[src/rtl/pwm_duty_demod.sv]
// PWM duty-cycle demodulator: aligns to a rising edge, counts high cycles per 2**OUT_W frame.
// Define PWM_DEMOD_SYNC_EN to pass pwm_in through a 2-flop synchronizer (+2 cycles latency).
module pwm_duty_demod #(
    parameter int unsigned OUT_W = 8
) (
    input  logic             i_clk,
    input  logic             i_rst,
    input  logic             i_clear,
    input  logic             i_pwm_in,
    input  logic             i_out_ready,
    output logic             o_out_valid,
    output logic [OUT_W-1:0] o_out_duty,
    output logic             o_out_glitch,
    output logic             o_overrun
);

    localparam int unsigned      PERIOD   = 2**OUT_W;
    localparam logic [OUT_W:0]   PERIOD_C = (OUT_W+1)'(PERIOD);
    localparam logic [OUT_W:0]   ONE_C    = (OUT_W+1)'(1);
    localparam logic [OUT_W:0]   LAST_C   = PERIOD_C - ONE_C;
    localparam logic [OUT_W-1:0] DUTY_MAX = '1;

    localparam logic [0:0] ST_ALIGN   = 1'b0;
    localparam logic [0:0] ST_MEASURE = 1'b1;

    logic             w_restart;
    logic             w_pwm_s;
    logic             w_rise;
    logic             r_prev;
    logic [0:0]       r_state;
    logic [0:0]       w_state_nxt;
    logic [OUT_W:0]   r_win;
    logic [OUT_W:0]   w_win_nxt;
    logic [OUT_W:0]   r_high;
    logic [OUT_W:0]   w_high_nxt;
    logic [1:0]       r_edge;
    logic [1:0]       w_edge_nxt;
    logic             w_smp_vld;
    logic [OUT_W-1:0] w_smp_duty;
    logic             w_smp_glitch;

    assign w_restart = i_rst | i_clear;

`ifdef PWM_DEMOD_SYNC_EN
    logic [1:0] r_sync;

    always_ff @(posedge i_clk) begin
        if (w_restart) r_sync <= 2'b11;
        else           r_sync <= {r_sync[0], i_pwm_in};
    end

    assign w_pwm_s = r_sync[1];
`else
    assign w_pwm_s = i_pwm_in;
`endif

    // prev resets to 1 so a line already high out of reset is not an edge
    assign w_rise = w_pwm_s & ~r_prev;

    always_comb begin
        w_state_nxt  = r_state;
        w_win_nxt    = r_win + ONE_C;
        w_high_nxt   = r_high + {{OUT_W{1'b0}}, w_pwm_s};
        w_edge_nxt   = (r_edge == 2'd2) ? 2'd2 : r_edge + {1'b0, w_rise};
        w_smp_vld    = 1'b0;
        w_smp_duty   = '0;
        w_smp_glitch = 1'b0;
        case (r_state)
            ST_ALIGN: begin
                w_high_nxt = '0;
                w_edge_nxt = 2'd0;
                if (w_rise) begin
                    w_state_nxt = ST_MEASURE;
                    w_win_nxt   = ONE_C;
                    w_high_nxt  = ONE_C;
                    w_edge_nxt  = 2'd1;
                end else if (r_win == LAST_C) begin
                    w_smp_vld  = 1'b1;
                    w_smp_duty = w_pwm_s ? DUTY_MAX : '0;
                    w_win_nxt  = '0;
                end
            end
            default: begin
                // Full frame accumulated: this cycle is cycle 0 of the next frame
                if (r_win == PERIOD_C) begin
                    w_smp_vld    = 1'b1;
                    w_smp_duty   = (r_high >= PERIOD_C) ? DUTY_MAX : r_high[OUT_W-1:0];
                    w_smp_glitch = (r_edge == 2'd2);
                    w_win_nxt    = ONE_C;
                    w_high_nxt   = {{OUT_W{1'b0}}, w_pwm_s};
                    w_edge_nxt   = {1'b0, w_rise};
                end
            end
        endcase
    end

    always_ff @(posedge i_clk) begin
        if (w_restart) begin
            r_state <= ST_ALIGN;
            r_prev  <= 1'b1;
            r_win   <= '0;
            r_high  <= '0;
            r_edge  <= 2'd0;
        end else begin
            r_state <= w_state_nxt;
            r_prev  <= w_pwm_s;
            r_win   <= w_win_nxt;
            r_high  <= w_high_nxt;
            r_edge  <= w_edge_nxt;
        end
    end

    always_ff @(posedge i_clk) begin
        if (w_restart) begin
            o_out_valid  <= 1'b0;
            o_out_duty   <= '0;
            o_out_glitch <= 1'b0;
            o_overrun    <= 1'b0;
        end else if (w_smp_vld) begin
            o_out_valid  <= 1'b1;
            o_out_duty   <= w_smp_duty;
            o_out_glitch <= w_smp_glitch;
            if (o_out_valid && !i_out_ready) o_overrun <= 1'b1;
        end else if (o_out_valid && i_out_ready) begin
            o_out_valid <= 1'b0;
        end
    end

endmodule
[config.mk]
export PLATFORM = sky130hd
export DESIGN_NAME = pwm_duty_demod
export DESIGN_NICKNAME = d
export VERILOG_FILES = /design/src/rtl/pwm_duty_demod.sv
export SDC_FILE = /design/constraint.sdc
export NUM_CORES = 1
export LEC_CHECK = 0
export CAP_MARGIN = 10
export CORE_MARGIN = 2
export CORE_UTILIZATION = 40
export DETAILED_ROUTE_END_ITERATION = 6
export PLACE_DENSITY = 0.69
export SLEW_MARGIN = 20
export SYNTH_ARGS = -nofsm -noshare
export SYNTH_HDL_FRONTEND = slang
export SYNTH_SLANG_ARGS = --single-unit
[constraint.sdc]
create_clock -name i_clk -period 3.85 [get_ports i_clk]
set_clock_uncertainty 0.1 [all_clocks]
set_input_delay 0.77 -clock i_clk [delete_from_list [all_inputs] [get_ports i_clk]]
set_output_delay 0.77 -clock i_clk [all_outputs]
set_load 0.01 [all_outputs]
==> impl_metrics.json, run 1 <==
{
  "final-seq-area_um2": 661,
  "comb_power_share_pct": 2.5,
  "cts_resized": 0,
  "powerDensity_nw_per_um2": 392,
  "finalHoldWorstSlack_ns": 0.363,
  "end_kind": "flop",
  "drtPass1Iterations": 4,
  "maxSlewViolCount": 0,
  "final_cells": 224,
  "num-fill-cells": 343,
  "async_reset_ff_share_pct": 0,
  "cp_max_fo": 11,
  "ir_drop_mv": 0.197,
  "fin_crit_sh_pct": 76.1,
  "r2r-start": "r_win[0]",
  "intPower_uw": 562,
  "p_seq_share_pct": 49.4,
  "setup_viol": 0,
  "finalPower_uw": 699,
  "dieArea_um2": 4210,
  "synth_cell_types": 37,
  "ys_ff_latch": 33,
  "synthCells": 159,
  "gp_congestion": 0.802,
  "rsz0062_at_grt": "false",
  "switching_share_pct": 19.5,
  "arrival_ns": 3.04,
  "die_width_um": 64.9,
  "htree_num_levels": 2,
  "holdBufCountCts": 0,
  "area.growth.synth_to_final_pct": 20.2,
  "max_slew_margin_pct": 34.7,
  "fin_nets": 187,
  "hold_path_class": "reg2reg",
  "synth_warnings": 0,
  "p_clk_share_pct": 48.1,
  "antenna_found_initial": 0,
  "worst_ep_required_time_ns": 3.96,
  "cap_violations": 0,
  "dp.cells": 216,
  "grt_start_max_net_pins": 19,
  "worst_pin_slew_ns": 0.978,
  "synth.net_count": 171,
  "rrSetupSlack_ns": 0.92,
  "die_y_um": 64.9,
  "synth_edf_count": 0,
  "grt_pass1_vias": 1113,
  "vias_per_cell": 5.14,
  "grt_pass1_wl_mm": 4.95,
  "cts_tree": "built",
  "crit_type": "reg2reg",
  "cp-start-kind": "flop",
  "core-area_um2": 3610,
  "dpl.hpwl_mm": 1.98,
  "min_to": "o_overrun",
  "min_delay_path_depth": 2,
  "p_switching_uw": 136,
  "final.setup.tns_ns": 0,
  "rows": 22,
  "cts_buffer_depth": 2,
  "cts-buffers-inserted": 5,
  "ctsRootBufferMaster": "clkbuf_8",
  "worstReg2RegEnd": "o_out_duty[6]",
  "portBuffers": 15,
  "layout-drive-gt1-share_pct": 8.52,
  "p_leak_uw": 0.000665,
  "clkLatencyLatePin_ns": 0.28,
  "routed_wirelength_mm": 2.81,
  "min_from": "o_overrun",
  "syn_area_um2": 1480,
  "post_drt_wl_per_cell_um": 12.5,
  "multi_input_area_um2": 771,
  "hold_viol_final": 0,
  "synth_ff_type": "dfxtp_1",
  "grt_usage_pct": 15.2,
  "ys_seq_area_share_pct": 44.6,
  "max_freq_ghz": 0.341,
  "pin_count": 16,
  "avgSynthCellArea_um2": 9.32,
  "status": "complete, no violations",
  "initial_core_util_pct": 41.1,
  "numClockSinks": 33,
  "reg2reg_depth": 9,
  "drc": 0,
  "grt_overflow": 0,
  "ant_nets": 0,
  "period_needed_ns": 2.93,
  "clk_pin_slew_ns": 0.07,
  "first_iter_violations": 101,
  "postCtsSetupBuffers": 0,
  "insertedDiodeCount": 0,
  "via_count": 1151,
  "pre_cts_ws_ns": 0.807,
  "setup_ws_ns": 0.920
}
[cell type report]
cell class	count	area share, %
inverter	6	1.26
timing repair buffer	15	8.43
tap	48	3.37
clock buffer	7	4.85
multi-input combinational	114	43.3
sequential	33	37.1
clock inverter	1	1.69
[cell families after synthesis]
group,after synthesis,share of synthesized area [%]
buffers and inverters,12,3.38
and+or+nand+nor,65,24.5
xor gates and xnor gates,13,7.69
AOI/OAI and AO/OA,29,13.9
adders and majority gates,7,5.91
DFF,33,44.6
[how the worst max path moves through the flow]
stage,from,to,depth (start not counted)
finish,r_win[0],o_out_duty[6],9
global route,r_win[0],o_out_duty[0],9
CTS,r_win[0],o_out_duty[0],9
detailed placement,i_pwm_in,o_out_duty[0],5
global placement,i_pwm_in,o_out_duty[7],5
floorplan,r_win[0],o_out_duty[7],10
[flip-flops by register name (all words and copies together) (netlist names)]
register	flops
o_out_valid	1
r_edge	2
o_out_glitch	1
r_state	1
o_out_duty	8
o_overrun	1
r_prev	1
r_high	9
r_win	9
[metal layers]
metal | wire (um) | part of all wire (%) | track usage (%) | up-vias
met2 | 1310 | 47 | 24.6 | 24
met4 | 35 | 1.2 | 5.85 | 0
met5 | 0 | 0 | 0 | -
met3 | 121 | 4.3 | 5.21 | 4
met1 | 1340 | 48 | 18.5 | 538
li1 | - | - | - | 585
[synth_stat cells, types with 2 or more instances]
cell | instances | area (um^2)
nand3_1 | 7 | 35.0
inv_1 | 6 | 22.5
or3_1 | 2 | 12.5
nand4_1 | 2 | 12.5
nor2_1 | 20 | 75.1
nor2b_1 | 3 | 18.8
or2_2 | 2 | 12.5
ha_1 | 7 | 87.6
nand3b_1 | 8 | 60.1
dfxtp_1 | 33 | 661
nand2_1 | 8 | 30.0
a31oi_1 | 9 | 56.3
clkbuf_1 | 3 | 11.3
a21oi_1 | 3 | 15.0
and4_1 | 2 | 17.5
nor3_1 | 3 | 15.0
o21ai_0 | 2 | 10.0
nand2b_1 | 2 | 12.5
xnor2_1 | 7 | 61.3
xor2_1 | 6 | 52.6
o21bai_1 | 8 | 60.1
[worst max-delay path: stages (launching register included)]
cell and delay (ns):
dfxtp_1 0.41, ha_1 0.22, nand3_1 0.13, nor2_1 0.21, nand3_1 0.13, inv_1 0.07
ha_1 0.15, nor3b_1 0.80, nand2_1 0.38, a31oi_1 0.24
[power groups by stage]
stage               Sequential (uW)  Combinational, uW  Clock (uW)
finish                          345               17.6         336
global route                    345               19.8         360
CTS                             345               17.8         341
detailed placement              353               17.7           0
global placement                353               17.2           0
floorplan                       352               10.7           0
[per-stage QoR]
step                      utilization, %  instance area, um^2
after global routing                49.4                 1780
after detailed placement            46.1                 1660
after floorplan                        -                 1480
final                               49.4                 1780
after global placement              46.1                 1660
after CTS                           49.4                 1780
[placed cells by master, fill, tap and decap left out, types with 2 or more instances in the layout]
master           synthesis  layout
nor3_1                   3       3
a21oi_1                  3       3
or2_2                    2       2
xnor2_1                  7       7
clkdlybuf4s50_1          0      15
inv_1                    6       6
and4_1                   2       2
dfxtp_1                 33      33
nor2_1                  20      20
ha_1                     7       7
nand2b_1                 2       2
o21bai_1                 8       8
or3_1                    2       2
nor2b_1                  3       3
nand3b_1                 8       8
o21ai_0                  2       2
clkbuf_8                 0       6
xor2_1                   6       6
nand3_1                  7       7
nand4_1                  2       2
nand2_1                  8       8
a31oi_1                  9       9
Power figures use the tool's default switching activity.
==> run 2: changes to the inputs <==
- PLACE_DENSITY: 0.69 -> 0.71
- clock period: 3.85 -> 2.4 ns (I/O delays scaled with it)
==> impl_metrics.json, run 2 (synthesized netlist as in run 1, its figures left out) <==
{
  "critical-path-top-delay-family": "simple AND/OR/NAND/NOR gates",
  "vias_per_cell": 5.02,
  "htree_num_levels": 2,
  "postCtsSetupBuffers": 0,
  "rsz0062_at_grt": "false",
  "cap_violations": 0,
  "fin_nets": 190,
  "cts-buffers-inserted": 5,
  "layout-drive-gt1-share_pct": 10.6,
  "num-fill-cells": 337,
  "status": "complete, no violations",
  "maxSlewViolCount": 0,
  "via_count": 1139,
  "p_leak_uw": 0.000682,
  "final.setup.tns_ns": 0,
  "cts_buffer_depth": 2,
  "setup_ws_ns": 0.200,
  "setup_viol": 0,
  "grt_usage_pct": 14.9,
  "cp-start-kind": "flop",
  "worst_ep_required_time_ns": 2.47,
  "antenna_found_initial": 0,
  "period_needed_ns": 2.20,
  "max_freq_ghz": 0.454,
  "cp_cell_sequence": "ha_1 -> nand3_1 -> nor2_1 -> nand3_1 -> inv_1 -> ha_1 -> nor3b_1 -> buf_4 -> a31oi_1 -> a31o_2",
  "post_drt_wl_per_cell_um": 12.2,
  "critPathSlowestCell": "dfxtp_1",
  "pin_count": 16,
  "clk_pin_slew_ns": 0.07,
  "pre_cts_ws_ns": 0.149,
  "max_slew_margin_pct": 60.9,
  "grt_pass1_wl_mm": 4.75,
  "drc": 0,
  "layout_common_cells": "dfxtp_1, nor2_1, clkdlybuf4s50_1",
  "cp_slowest_stage_delay_ns": 0.37,
  "ctsRootBufferMaster": "clkbuf_8",
  "ant_nets": 0,
  "die_width_um": 64.9,
  "powerDensity_nw_per_um2": 624,
  "crit_type": "reg2reg",
  "clkLatencyLatePin_ns": 0.29,
  "top_regs": "r_high x9, r_win x9, o_out_duty x8",
  "area.growth.synth_to_final_pct": 21.9,
  "dieArea_um2": 4210,
  "insertedDiodeCount": 0,
  "final_util_pct": 50.1,
  "grt_pass1_vias": 1098,
  "ir_drop_mv": 0.573,
  "hold_viol_final": 0,
  "r2r-start": "r_win[1]",
  "grt_start_max_net_pins": 19,
  "holdBufCountCts": 0,
  "numClockSinks": 33,
  "first_iter_violations": 40,
  "end_kind": "flop",
  "dpl.hpwl_mm": 1.97,
  "rows": 22,
  "hold_path_class": "reg2reg",
  "worst_pin_slew_ns": 0.585,
  "finalPower_uw": 1130,
  "min_to": "o_overrun",
  "fin_crit_sh_pct": 91.7,
  "reg2reg_depth": 10,
  "rrSetupSlack_ns": 0.20,
  "cp_max_fo": 11,
  "min_from": "o_overrun",
  "layout_commonest_cell": "dfxtp_1",
  "cts_tree": "built",
  "drtPass1Iterations": 4,
  "min_delay_path_depth": 2,
  "worstReg2RegEnd": "o_out_glitch",
  "cts_resized": 0,
  "die_y_um": 64.9,
  "arrival_ns": 2.28,
  "routed_wirelength_mm": 2.76,
  "grt_overflow": 0,
  "portBuffers": 15,
  "core-area_um2": 3610,
  "initial_core_util_pct": 41.1,
  "gp_congestion": 0.742,
  "finalHoldWorstSlack_ns": 0.358,
  "critPathBufInv": 2
}
## run 2: area by class of cell
type                       count  area, um^2  share of cell area, %
tap                           48        60.1                   3.33
timing repair buffer          18         173                   9.56
sequential                    33         661                   36.6
clock inverter                 1        30.0                   1.66
inverter                       6        22.5                   1.25
clock buffer                   7        86.3                   4.78
multi-input combinational    114         773                   42.8
## run 2: worst min-delay path, stage by stage (launching register included)
cell and delay, ns:
dfxtp_1 0.31, nand2_1 0.05, o31ai_1 0.05
## run 2: report_power, final
| part | total [uW] | internal [uW] | switching, uW |
|---|---|---|---|
| Sequential | 553 | 550 | 2.45 |
| Combinational | 31.2 | 15.1 | 16.2 |
| Clock | 543 | 338 | 204 |
| Total | 1130 | 904 | 223 |
## run 2: metrics by stage
step           instance area, um^2  instances
4_1_cts                       1800        227
2_1_floorplan                 1480        159
6_report                      1810        227
3_3_place_gp                  1690        219
5_1_grt                       1810        227
3_5_place_dp                  1690        219
## run 2: worst max path at each step
stage | cells after the start | slack (ns) | from | end
after floorplan | 10 | 0.35 | r_win[0] | o_out_duty[7]
after global placement | 7 | 0.19 | i_pwm_in | r_high[8]
after detailed placement | 7 | 0.15 | i_pwm_in | r_high[8]
after CTS | 10 | 0.20 | r_win[1] | o_out_glitch
after global routing | 10 | 0.007 | r_win[1] | o_out_glitch
final | 10 | 0.20 | r_win[1] | o_out_glitch
## run 2: metal layers
metal  part of all wire [%]  vias to the layer above  GRT usage [%]
met4                    1.6                        0           6.38
met3                    3.9                        4           5.73
li1                       -                      592              -
met5                      0                        -              0
met1                     47                      527           16.8
met2                     48                       16           24.9
==> run 3: changes to the inputs <==
- CTS_CLUSTER_DIAMETER: unset -> 50
==> results of run 3 <==
Same layout as run 2: the final DEF is identical, and so are final timing and power.
